==> src/rtl/adat_encoder.sv <==
// ADAT lightpipe frame encoder: 8 x 24-bit channels plus 4 user bits, NRZI-coded, one bit per clock.
// Samples are staged, then copied to a shadow buffer at frame start so the serializer sees a stable frame.
module adat_encoder (
    input  logic        clk_i,
    input  logic        reset_i,
    input  logic        enable_i,
    input  logic        sample_we_i,
    input  logic [2:0]  sample_chan_i,
    input  logic [23:0] sample_data_i,
    input  logic [3:0]  user_bits_i,
    output logic        adat_o,
    output logic        frame_start_o,
    output logic        underrun_o,
    output logic        busy_o
);

    localparam logic [0:0] ST_IDLE = 1'b0;
    localparam logic [0:0] ST_RUN  = 1'b1;

    logic [0:0]  r_state;
    logic [7:0]  r_bit_cnt;
    logic [2:0]  r_grp_pos;
    logic [2:0]  r_nib;
    logic [2:0]  r_chan;
    logic [23:0] r_staging [8];
    logic [23:0] r_shadow  [8];
    logic [3:0]  r_user;
    logic [7:0]  r_written;
    logic        r_adat;
    logic        r_underrun;

    logic        w_run;
    logic        w_load;
    logic        w_bit;
    logic [4:0]  w_data_idx;
    logic [1:0]  w_user_sel;
    logic [7:0]  w_write_mask;

    assign w_run        = (r_state == ST_RUN);
    assign w_load       = w_run && (r_bit_cnt == 8'd0);
    assign w_user_sel   = ~r_bit_cnt[1:0];
    assign w_data_idx   = 5'd24 - {r_nib, 2'b00} - {2'b00, r_grp_pos};
    assign w_write_mask = sample_we_i ? (8'h01 << sample_chan_i) : 8'h00;

    always_ff @(posedge clk_i) begin
        if (reset_i) begin
            r_state   <= ST_IDLE;
            r_bit_cnt <= 8'd0;
        end else begin
            case (r_state)
                ST_IDLE: begin
                    r_bit_cnt <= 8'd0;
                    if (enable_i) begin
                        r_state <= ST_RUN;
                    end
                end
                default: begin
                    // 8-bit counter wraps 255 -> 0, so back-to-back frames have no gap
                    r_bit_cnt <= r_bit_cnt + 8'd1;
                    if ((r_bit_cnt == 8'd255) && !enable_i) begin
                        r_state <= ST_IDLE;
                    end
                end
            endcase
        end
    end

    // Channel / nibble / bit-in-group position for the 240 data-region bits, starting at index 16
    always_ff @(posedge clk_i) begin
        if (reset_i || !w_run || (r_bit_cnt == 8'd15)) begin
            r_grp_pos <= 3'd0;
            r_nib     <= 3'd0;
            r_chan    <= 3'd0;
        end else if (r_bit_cnt >= 8'd16) begin
            if (r_grp_pos == 3'd4) begin
                r_grp_pos <= 3'd0;
                if (r_nib == 3'd5) begin
                    r_nib  <= 3'd0;
                    r_chan <= r_chan + 3'd1;
                end else begin
                    r_nib <= r_nib + 3'd1;
                end
            end else begin
                r_grp_pos <= r_grp_pos + 3'd1;
            end
        end
    end

    always_comb begin
        w_bit = 1'b0;
        if (r_bit_cnt >= 8'd16) begin
            if (r_grp_pos == 3'd0) begin
                w_bit = 1'b1;
            end else begin
                w_bit = r_shadow[r_chan][w_data_idx];
            end
        end else if ((r_bit_cnt == 8'd0) || (r_bit_cnt == 8'd11)) begin
            w_bit = 1'b1;
        end else if (r_bit_cnt >= 8'd12) begin
            w_bit = r_user[w_user_sel];
        end
    end

    // A write landing on the load cycle reaches staging only, so the shadow keeps the old value
    always_ff @(posedge clk_i) begin
        if (reset_i) begin
            for (int i = 0; i < 8; i++) begin
                r_staging[i] <= 24'd0;
                r_shadow[i]  <= 24'd0;
            end
            r_user    <= 4'd0;
            r_written <= 8'd0;
        end else begin
            if (w_load) begin
                for (int i = 0; i < 8; i++) begin
                    r_shadow[i] <= r_staging[i];
                end
                r_user <= user_bits_i;
            end
            if (sample_we_i) begin
                r_staging[sample_chan_i] <= sample_data_i;
            end
            r_written <= (w_load ? 8'h00 : r_written) | w_write_mask;
        end
    end

    always_ff @(posedge clk_i) begin
        if (reset_i) begin
            r_adat     <= 1'b0;
            r_underrun <= 1'b0;
        end else begin
            if (w_run) begin
                r_adat <= r_adat ^ w_bit;
            end
            r_underrun <= w_load && (r_written != 8'hFF);
        end
    end

    assign adat_o        = r_adat;
    assign frame_start_o = w_load;
    assign underrun_o    = r_underrun;
    assign busy_o        = w_run;

endmodule
==> config.mk <==
export PLATFORM = sky130hd
export DESIGN_NAME = adat_encoder
export DESIGN_NICKNAME = d
export VERILOG_FILES = /design/src/rtl/adat_encoder.sv
export SDC_FILE = /design/constraint.sdc
export NUM_CORES = 1
export LEC_CHECK = 0
export ABC_AREA = 0
export CORE_MARGIN = 3
export CORE_UTILIZATION = 34
export DETAILED_ROUTE_END_ITERATION = 10
export PLACE_DENSITY_LB_ADDON = 0.3
export SLEW_MARGIN = 20
export SYNTH_ARGS = -nofsm -noshare
export SYNTH_HDL_FRONTEND = slang
export SYNTH_SLANG_ARGS = --single-unit
==> constraint.sdc <==
create_clock -name clk_i -period 9.7 [get_ports clk_i]
set_input_delay 1.94 -clock clk_i [delete_from_list [all_inputs] [get_ports clk_i]]
set_output_delay 1.94 -clock clk_i [all_outputs]
set_load 0.02 [all_outputs]
## Word-level counts from Yosys, hierarchy flattened

Memories as Yosys holds them, arrays and structs flattened. A register that Yosys moved wholly into a read port is not among the register bits.
Index checks and enable logic that the tools add are counted.

| cells by class | value |
|---|---|
| add/subtract/negate cells | 6 |
| $lt $le $gt $ge | 4 |
| equality and inequality tests | 6 |
| shift operators | 1 |
| muxes and demuxes | 36 |
| bitwise operators | 12 |
| reduce and logical (&&, ||, !) cells | 14 |

Operators with widths:

| kind | number |
|---|---|
| 2-to-1 mux 24 bit | 9 |
| OR reduction 24 bit | 1 |
| 2-to-1 mux 1 bit | 18 |
| equality test 8 x 4 -> 1 bit, second input constant | 2 |
| 2-to-1 mux 8 bit | 2 |
| 2-to-1 mux 3 bit | 5 |
| adder 3 x 1 -> 3 bit, second input constant | 3 |
| adder 8 x 1 -> 8 bit, second input constant | 1 |
| equality test 8 bit, second input constant | 1 |
| greater-or-equal comparator 8 x 4 -> 1 bit, second input constant | 1 |
| greater-or-equal comparator 8 x 5 -> 1 bit, second input constant | 1 |
| logical NOT 8 bit | 1 |
| inequality test 8 bit, second input constant | 1 |
| OR 1 bit | 8 |
| OR 8 bit | 1 |
| left shift 1 x 3 -> 8 bit, first input constant | 1 |
| equality test 3 bit, second input constant | 2 |
| < comparator 5 x 6 -> 1 bit, second input constant | 1 |
| binary-select mux 1 bit (select 5 bit) | 1 |
| subtractor 5 x 3 -> 5 bit | 1 |
| subtractor 5 bit, first input constant | 1 |
| logical AND 1 bit | 3 |
| logical NOT 3 bit | 1 |
| logical OR 1 bit | 3 |
| 9 further kinds | 10 |

| word-level totals | value |
|---|---|
| bits in registers | 32 |
| bits in writable memories | 384 |
| bits of input ports | 35 |
| logic and storage cells | 90 |
| memories | 2 |

Memory list:

| memory | words | width | read ports | clocked after memory_dff | write ports | line | text |
|---|---|---|---|---|---|---|---|
| r_shadow | 8 | 24 | 1 | 1 | 8 | 26 | `logic [23:0] r_shadow [8];` |
| r_staging | 8 | 24 | 8 | 0 | 8 | 25 | `logic [23:0] r_staging [8];` |

## Logic depth before layout (Yosys ltp)

Gate-level depths: netlist (run 1).

| logic depth | value |
|---|---|
| word-level depth | 7 |
| gate-level depth with buffers | 12 |

## Worst setup path after synthesis (run 1)

OpenSTA, ideal clock, no wires.

| timing path | value |
|---|---|
| kind | input-to-reg |
| from | input reset_i |
| to | memory r_shadow[0][0], enable pin |
| setup time | 543 ps |
| arrival | 6079 ps |
| data required time | 9157 ps |
| slack | 3078 ps |
| stages on the path | 3 |
| cell sequence | clkbuf_1 nor2_1 inv_1 |

RTL lines:

| item | line | text |
|---|---|---|
| start, declared | 5 | `input logic reset_i,` |
| end, declared | 26 |  |

## Worst setup path after layout (run 1)

| timing path | value |
|---|---|
| from | register r_bit_cnt[5] |
| to | output frame_start_o |

| between the ends | value |
|---|---|
| cells in the longest elaborated chain, start to end | 2 |

Ends and longest elaborated chain:

| item | line | text |
|---|---|---|
| start, declared | 21 | `logic [7:0] r_bit_cnt;` |
| start signal, assigned | 59 | `r_bit_cnt <= r_bit_cnt + 8'd1;` |
| logical NOT 8 bit | 40 | `assign w_load = w_run && (r_bit_cnt == 8'd0);` |
| logical AND 1 bit | 40 |  |
| end, declared | 12 | `output logic frame_start_o,` |

No other way between the ends.

==> flow_summary_export.csv, run 1 <==
group,metric,value,unit
place,routabilityCongestion,0.744,
power_and_ir_drop,p_leak,6.97,nW
finish,final_cell_mix,"edfxtp_1 (384), and2_1 (337), nor2b_1 (50)",
clock_network,cts-root-buf,"clkbuf_16",
sta,tns,0,ns
global_routing,antenna_found_initial,1,
floorplan,core,0.0503,sq mm
power_and_ir_drop,peakVddDrop,0.000114,V
sta,min_period,4.93,ns
logic_synthesis,syn_area_per_cell,15.5,sq um
logic_synthesis,synth_ff_type,"edfxtp_1",
clock_network,cts_tree,"done",
sta,clock-skew-final,0.0206,ns
detailed_routing,first_pass_iters,5,
floorplan,rows,82,
critical_path,crit_required,7.76,ns
detailed_routing,ant_nets,0,
critical_path,worst-path-max-fanout,6,
finish,final_layout_size_suffix_gt1_share,12.6,%
floorplan,fp.dieW,232,um
power_and_ir_drop,p_per_area,199,mW/mm^2
min_path,min_path_cells,2,
logic_synthesis,syn-num-nets,1167,
power_and_ir_drop,pwr-share-comb,4.5,%
detailed_routing,drc,0,
clock_network,clk_pin_slew,0.06,ns
place,dp_hpwl,20900,um
power_and_ir_drop,p_sw,0.828,mW
logic_synthesis,ys_ff_latch,419,
finish,synthToLayoutAreaGrowth,14.8,%
logic_synthesis,yosysSeqAreaShare,70.4,%
logic_synthesis,synth_edf_count,384,
clock_network,cts.htree.levels,2,
clock_network,ctsHoldBuffers,0,
finish,multi_input_area,0.00487,sq mm
detailed_routing,drt-initial-drc-count,602,
place,io_buffers,38,
global_routing,grtUsageTotal,13.9,%
detailed_routing,num_vias,8804,
sta,worst_slack,4.77,ns
floorplan,dieArea,0.0538,sq mm
finish,layout_commonest_cell,"edfxtp_1",
sta,finalHoldViolCount,0,
logic_synthesis,netlist_area,0.0174,sq mm
outcome,status,"finished, final reports clean",
finish,seq_area,0.0122,sq mm
finish,fill_cells,4635,
power_and_ir_drop,fin_total_pwr,3.97,mW
power_and_ir_drop,p_clk_share,41.8,%
logic_synthesis,async_reset_ff_share,0,%
sta,fin_crit_sh,50.8,%
logic_synthesis,synth_top_cell_area_share,66.4,%
logic_synthesis,syn-instance-count,1124,
detailed_routing,viasPerCell,4.70,
global_routing,grt_max_degree,122,
critical_path,critPathKind,"reg2out",
clock_network,cts_made_buffers,45,
critical_path,rr_worst_depth,11,
sta,setup_violations,0,
sta,tightestPinTransition,0.888,ns
place,place_ws,4.37,ns
detailed_routing,wl,36500,um
power_and_ir_drop,intPower,3.15,mW
floorplan,die_h,232,um
global_routing,grt_pass1_vias,9099,
logic_synthesis,synth_area_leader_cell,"edfxtp_1",
detailed_routing,wl_per_cell,19.5,um
logic_synthesis,ys_types,50,
critical_path,crit_arrival,2.99,ns
critical_path,crit_path_end_kind,"output port",
min_path,min_path_type,"reg2reg",
global_routing,overflow,0,
finish,utilization,39.7,%
clock_network,cts.sinks,419,
sta,whs,0.455,ns
floorplan,start_util,34.5,%
clock_network,cts_resized,0,
global_routing,grt_pass1_wl,56200,um
sta,rsz0062_at_grt,"no",
power_and_ir_drop,seqPwrFrac,53.6,%
sta,max_slew_margin,40.8,%
clock_network,worstSkewPairLatency,0.56,ns
logic_synthesis,ys_top_cells_by_area,"edfxtp_1 (66%), and2_1 (12%), mux4_2 (6.1%)",
power_and_ir_drop,switching_share,20.8,%
critical_path,cp-start-kind,"register",
finish,nNetsFinal,1209,
flow_run,drv_cap,0,
floorplan,io_pins,39,
logic_synthesis,synth_warnings,0,
sta,final_max_slew_viol_count,0,
sta,fmax,0.203,GHz
clock_network,cts_setup_buffers,0,
clock_network,clock_path_buffers,3,
[final timing paths]
check,slack (ns),to,startpoint
worst min register to register,0.46,r_user[3],r_user[3]
worst max register to register,5.63,adat_o,r_grp_pos[0]
worst min-delay path,0.46,r_user[3],r_user[3]
worst max-delay path,4.77,frame_start_o,r_bit_cnt[5]
[cell type report]
cell class	instances	share of cell area, %
diodes	1	0.0126
clock buffers	61	6.21
clock inverters	21	1.00
inverters	15	0.320
multi-input cells	632	24.4
flip-flops and latches	419	61.4
well taps	672	4.22
repair buffers	53	2.45
[synthesized netlist by cell type, types with 4 or more instances]
master,number
edfxtp_1,384
and2_1,337
nor2b_1,50
mux4_2,47
clkbuf_1,44
dfxtp_1,35
nor2_1,34
nand2_1,21
a21oi_1,17
inv_1,15
mux2i_1,15
a21o_1,9
buf_2,9
or2_2,9
ha_1,8
nand3_1,7
nor3_1,7
nand2b_1,6
nand4_1,6
xnor2_1,6
o22ai_1,5
xor2_1,5
and3_1,4
mux4_1,4
[per-stage QoR]
step / cells / cell area, sq um
CTS: 1873 / 19900
global placement: 1791 / 18500
finish: 1874 / 19900
global route: 1873 / 19900
floorplan: 1124 / 17400
detailed placement: 1791 / 18500
[power by group through the flow]
stage                     Combinational [mW]  Clock, mW  Sequential (mW)
after global placement                 0.182          0             2.17
after detailed placement               0.185          0             2.17
final                                  0.181       1.66             2.13
after CTS                              0.186       1.70             2.13
after global routing                   0.198       1.77             2.14
after floorplan                        0.105          0             2.16
[worst max-delay path, stage by stage, from the launching register on]
cell	delay [ns]
dfxtp_1	0.36
nor4_2	0.64
nand3_1	0.41
inv_1	0.36
clkdlybuf4s50_1	0.68
[kinds of logic (layout without fill, tap and decap cells)]
logic type / after synthesis / count (layout) / synth area share (%)
adders and majority gates: 8 / 8 / 0.576
xor gates and xnor gates: 11 / 11 / 0.555
buffers and inverters: 73 / 150 / 1.73
DFF: 419 / 419 / 70.4
other: 0 / 1 / 0
and+or+nand+nor: 495 / 495 / 17.1
muxes: 67 / 67 / 7.65
AOI/OAI and AO/OA: 51 / 51 / 1.97
[flip-flops by register name (all words and copies together), names as in the netlist, named ones only]
signal / count
busy_o: 1
r_staging: 192
adat_o: 1
r_user: 4
r_nib: 3
r_chan: 3
underrun_o: 1
r_written: 8
r_shadow: 192
r_grp_pos: 3
r_bit_cnt: 8
[metal layers]
| layer | wire length (um) | vias to the layer above | GRT usage (%) |
|---|---|---|---|
| met1 | 16700 | 4474 | 18.9 |
| met4 | 613 | 0 | 3.29 |
| met5 | 0 | - | 0 |
| met3 | 1280 | 42 | 2.23 |
| met2 | 17900 | 143 | 23.5 |
| li1 | - | 4145 | - |
(Power assumes the default switching activity.)
==> run 2, diff against run 1 <==
==> constraint.sdc (replaced) <==
create_clock -name clk_i -period 4.2 [get_ports clk_i]
set_input_delay 0.84 -clock clk_i [delete_from_list [all_inputs] [get_ports clk_i]]
set_output_delay 0.84 -clock clk_i [all_outputs]
set_load 0.02 [all_outputs]
==> run 2 against run 1 <==
Register-to-register slack got worse by 4.7 ns. Largest cell class unchanged. Global-route usage rose by 0.62 points. Critical path depth rose by 7. First-iteration DRC count rose by 29%. Flip-flop and latch count did not move. Largest power group unchanged. Clock power rose by 130%. Worst setup slack got worse by 3.9 ns.
==> flow_summary_export.csv, run 2 (synthesis results as in run 1) <==
group,metric,value,unit
outcome,status,"finished, final reports clean",
place,routabilityCongestion,0.803,
power_and_ir_drop,p_leak,7.05,nW
sta,tightestPinTransition,0.920,ns
finish,synthToLayoutAreaGrowth,15.7,%
clock_network,cts.sinks,419,
sta,min_period,3.32,ns
power_and_ir_drop,fin_total_pwr,9.13,mW
place,placed_area,0.0187,sq mm
clock_network,worstSkewPairLatency,0.56,ns
clock_network,clk_pin_slew,0.06,ns
detailed_routing,num_vias,8960,
detailed_routing,viasPerCell,4.75,
sta,finalHoldViolCount,0,
clock_network,cts-root-buf,"clkbuf_16",
critical_path,cpMaxStageDelayCell,"dfxtp_1",
power_and_ir_drop,p_sw,1.91,mW
floorplan,dieArea,0.0538,sq mm
place,io_buffers,38,
power_and_ir_drop,pwr-share-comb,4.9,%
critical_path,cpPeakStageDelay,0.64,ns
floorplan,start_util,34.5,%
floorplan,die_h,232,um
sta,final_max_slew_viol_count,0,
clock_network,cts_tree,"done",
critical_path,crit_path_end_kind,"register",
critical_path,crit_required,4.65,ns
floorplan,fp.dieW,232,um
sta,tns,0,ns
floorplan,rows,82,
global_routing,overflow,0,
clock_network,cts_made_buffers,43,
place,dp_cells,1806,
detailed_routing,wl,38800,um
finish,layout_commonest_cell,"edfxtp_1",
global_routing,grt_pass1_vias,9053,
place,dp_hpwl,22500,um
critical_path,worst-path-max-fanout,16,
floorplan,core,0.0503,sq mm
power_and_ir_drop,p_clk_share,41.0,%
min_path,min_path_type,"reg2reg",
critical_path,cp_cell_sequence,"inv_1 > ha_1 > inv_1 > ha_1 > or3b_2 > o22ai_1 > a21oi_1 > o21ai_0 > a311oi_1 > mux2_4 > a211o_1",
power_and_ir_drop,p_per_area,454,mW/mm^2
critical_path,cp-start-kind,"register",
detailed_routing,wl_per_cell,20.6,um
global_routing,grt_pass1_wl,57600,um
flow_run,drv_cap,0,
global_routing,grt_max_degree,81,
critical_path,crit_family,"compound AO/OA/AOI/OAI gates",
sta,fin_crit_sh,79.0,%
global_routing,antenna_found_initial,1,
sta,max_slew_margin,38.7,%
critical_path,critPathKind,"reg2reg",
power_and_ir_drop,switching_share,21.0,%
finish,top_regs,"r_shadow (192), r_staging (192)",
detailed_routing,first_pass_iters,5,
critical_path,crit_arrival,3.77,ns
detailed_routing,ant_nets,0,
clock_network,clock_path_buffers,3,
floorplan,io_pins,39,
sta,setup_violations,0,
power_and_ir_drop,peakVddDrop,0.000325,V
sta,clock-skew-final,0.0241,ns
clock_network,cts_setup_buffers,0,
finish,fill_cells,4656,
finish,final_cells,1885,
power_and_ir_drop,intPower,7.21,mW
clock_network,cts.htree.levels,2,
clock_network,cts_resized,0,
finish,design_area,0.0201,sq mm
sta,fmax,0.301,GHz
finish,final_cell_mix,"edfxtp_1 (384), and2_1 (337), nor2b_1 (50)",
finish,seq_area,0.0122,sq mm
global_routing,grtUsageTotal,14.5,%
detailed_routing,drc,0,
clock_network,ctsHoldBuffers,0,
finish,multi_input_area,0.00489,sq mm
power_and_ir_drop,seqPwrFrac,54.0,%
finish,final_layout_size_suffix_gt1_share,14.0,%
finish,nNetsFinal,1222,
sta,rsz0062_at_grt,"no",
critical_path,critPathBufInv,2,
detailed_routing,drt-initial-drc-count,774,
[run 2: cell count changes in the layout (fill, tap and decap cells not counted), moves of 2 or more]
cell	before	now
clkbuf_8	3	1
clkinv_2	5	8
buf_4	15	22
clkbuf_16	46	44
clkbuf_1	12	10
buf_12	0	8
dfxtp_1	32	30
dfxtp_2	3	5
[run 2: power groups by stage]
stage          Clock, mW  Sequential (mW)  Combinational (mW)
2_1_floorplan          0             4.99               0.247
3_3_place_gp           0             5.01               0.457
3_5_place_dp           0             5.02               0.463
4_1_cts             3.84             4.93               0.464
5_1_grt             4.00             4.95               0.492
6_report            3.75             4.93               0.451
[run 2: per-layer routing]
layer | global-route usage, % | vias to the layer above | share of wire [%]
met1 | 20.4 | 4538 | 46
met4 | 4.57 | 0 | 2.0
met3 | 2.53 | 52 | 4.8
met5 | 0 | - | 0
li1 | - | 4170 | -
met2 | 23.0 | 200 | 47
[run 2: area by class of cell]
class / instances / area share (%)
multi-input cells: 632 / 24.3
clock inverters: 23 / 1.09
inverters: 15 / 0.311
repair buffers: 68 / 3.49
diodes: 1 / 0.0124
clock buffers: 55 / 5.73
flip-flops and latches: 419 / 60.9
well taps: 672 / 4.18
[run 2: final timing paths]
check	from	end	slack (ns)	cells past startpoint
setup / recovery	r_grp_pos[0]	adat_o	0.88	11
hold / removal	r_written[4]	r_written[4]	0.45	1
setup reg to reg	r_grp_pos[0]	adat_o	0.88	11
hold reg to reg	r_written[4]	r_written[4]	0.45	1
[run 2: worst reg2reg max path, cell delays in order (launching register included)]
cell      delay, ns
dfxtp_1        0.64
inv_1          0.22
ha_1           0.33
inv_1          0.10
ha_1           0.36
or3b_2         0.51
o22ai_1        0.19
a21oi_1        0.06
o21ai_0        0.09
a311oi_1       0.14
mux2_4         0.32
a211o_1        0.27
[run 2: per-stage QoR]
stage                     utilization [%]  setup slack (ns)  hold slack [ns]
final                                40.0             0.880            0.451
after global routing                 40.0             0.677            0.472
after CTS                            40.0             0.876            0.455
after detailed placement             37.3             0.909            0.441
after global placement               37.3             0.954            0.437
after floorplan                         -            -0.239            0.424
==> run 3, diff against run 2 <==
==> constraint.sdc (replaced) <==
create_clock -name clk_i -period 3.3 [get_ports clk_i]
set_input_delay 0.66 -clock clk_i [delete_from_list [all_inputs] [get_ports clk_i]]
set_output_delay 0.66 -clock clk_i [all_outputs]
set_load 0.02 [all_outputs]
==> run 3 against run 2 <==
Combinational power is 29% higher. Cell count is 0.53% higher. Count of clock-buffer cells in the layout increased by 5. Non-clock buffer count up 10. Largest power group unchanged.
==> flow_summary_export.csv, run 3 (synthesis results as in run 1) <==
group,metric,value,unit
clock_network,cts_tree,"done",
global_routing,overflow,0,
place,routabilityCongestion,0.796,
detailed_routing,num_vias,8892,
critical_path,crit_required,2.64,ns
global_routing,grtUsageTotal,14.5,%
critical_path,crit_family,"buffers and inverters",
clock_network,cts_made_buffers,45,
sta,fin_crit_sh,91.2,%
place,dp_hpwl,22800,um
sta,finalHoldViolCount,0,
detailed_routing,wl_per_cell,20.2,um
place,io_buffers,38,
sta,tightestPinTransition,0.793,ns
clock_network,clk_pin_slew,0.06,ns
sta,worst_slack,0.291,ns
sta,setup_violations,0,
detailed_routing,drt-initial-drc-count,668,
clock_network,ctsHoldBuffers,0,
critical_path,cpPeakStageDelay,0.61,ns
floorplan,start_util,34.5,%
floorplan,die_h,232,um
outcome,status,"finished, final reports clean",
place,placed_area,0.0189,sq mm
clock_network,clock_path_buffers,3,
floorplan,fp.dieW,232,um
critical_path,cp-start-kind,"register",
critical_path,rr_worst_depth,11,
finish,final_layout_size_suffix_gt1_share,15.0,%
clock_network,cts.htree.levels,2,
sta,max_slew_margin,46.7,%
critical_path,r2r_start,"r_grp_pos[2]",
critical_path,r2r-end,"adat_o",
critical_path,cp.depth,4,
critical_path,worst-path-max-fanout,6,
critical_path,crit_arrival,2.35,ns
floorplan,dieArea,0.0538,sq mm
critical_path,startpoint,"r_bit_cnt[5]",
sta,final_max_slew_viol_count,0,
detailed_routing,ant_nets,0,
critical_path,cpMaxStageDelayCell,"clkdlybuf4s50_1",
finish,antenna_cells,0,
power_and_ir_drop,peakVddDrop,0.000358,V
clock_network,cts.sinks,419,
min_path,min_from,"r_written[1]",
place,place_ws,0.422,ns
critical_path,crit_path_end,"frame_start_o",
finish,layout_commonest_cell,"edfxtp_1",
global_routing,grt_pass1_vias,9009,
power_and_ir_drop,p_per_area,574,mW/mm^2
clock_network,cts-root-buf,"clkbuf_16",
finish,nNetsFinal,1234,
detailed_routing,drc,0,
clock_network,worstSkewPairLatency,0.56,ns
sta,whs,0.457,ns
sta,tns,0,ns
sta,clock-skew-final,0.0146,ns
detailed_routing,wl,38300,um
floorplan,rows,82,
floorplan,io_pins,39,
clock_network,cts_setup_buffers,0,
detailed_routing,first_pass_iters,4,
critical_path,cp_cell_sequence,"nor4_2 > nand3_2 > inv_4 > clkdlybuf4s50_1",
floorplan,core,0.0503,sq mm
power_and_ir_drop,p_leak,7.13,nW
critical_path,critPathBufInv,2,
detailed_routing,viasPerCell,4.69,
sta,min_period,3.01,ns
global_routing,grt_pass1_wl,57600,um
global_routing,grt_max_degree,146,
critical_path,regToRegSetupSlack,0.42,ns
clock_network,cts_resized,0,
min_path,min_path_type,"reg2reg",
finish,design_area,0.0203,sq mm
finish,synthToLayoutAreaGrowth,16.6,%
critical_path,crit_path_end_kind,"output port",
sta,fmax,0.332,GHz
finish,final_cell_mix,"edfxtp_1 (384), and2_1 (337), nor2b_1 (50)",
finish,top_regs,"r_shadow (192), r_staging (192)",
critical_path,critPathKind,"reg2out",
sta,rsz0062_at_grt,"no",
global_routing,antenna_found_initial,0,
flow_run,drv_cap,0,
==> run 3: changes by cell type in the layout (fill, tap and decap cells not counted), moves of 2 or more <==
cell,previous run,this run
buf_12,8,13
buf_4,22,27
bufinv_16,4,2
clkbuf_1,10,12
clkbuf_16,44,47
clkinv_1,9,7
inv_1,13,11
inv_2,0,2
==> run 3: report_power, final <==
part	internal (mW)	switching [mW]	leakage, nW
sequential	6.18	0.0964	4.17
combinational	0.234	0.346	2.28
clock	2.78	2.00	0.676
==> run 3: cell type report <==
| cell class | count | area (sq um) |
|---|---|---|
| inverters | 15 | 62.6 |
| fillers | 4580 | 30000 |
| multi-input cells | 632 | 4890 |
| clock buffers | 60 | 1230 |
| well taps | 672 | 841 |
| clock inverters | 19 | 146 |
| repair buffers | 78 | 838 |
| flip-flops and latches | 419 | 12200 |
==> run 3: per-stage QoR <==
step	utilization, %	cells	total power, mW
final	40.3	1895	11.6
after global routing	40.3	1895	12.0
after CTS	40.3	1895	11.8
after detailed placement	37.5	1816	6.99
after global placement	37.5	1816	6.97
after floorplan	-	1124	6.67
==> run 3: how the worst min path moves through the flow <==
stage,cells past startpoint,slack [ns],to
floorplan,1,0.43,r_written[1]
global placement,1,0.43,r_written[6]
detailed placement,1,0.44,r_written[6]
CTS,1,0.46,r_written[6]
global route,1,0.48,r_written[2]
finish,1,0.46,r_written[1]
==> run 3: metal layers <==
metal	global-route usage, %	share of wire, %	vias to the layer above
li1	-	-	4182
met4	4.18	2.1	0
met2	23.4	48	194
met1	20.0	45	4462
met5	0	0	-
met3	2.49	4.7	54
==> run 3: worst register-to-register path: stages (launching register included) <==
cell	delay [ns]
dfxtp_1	0.37
inv_1	0.08
ha_1	0.34
inv_1	0.07
ha_1	0.26
nor4b_1	0.32
a21oi_1	0.06
o311ai_0	0.38
and4_1	0.27
a31oi_1	0.09
mux2_4	0.27
a211o_1	0.26
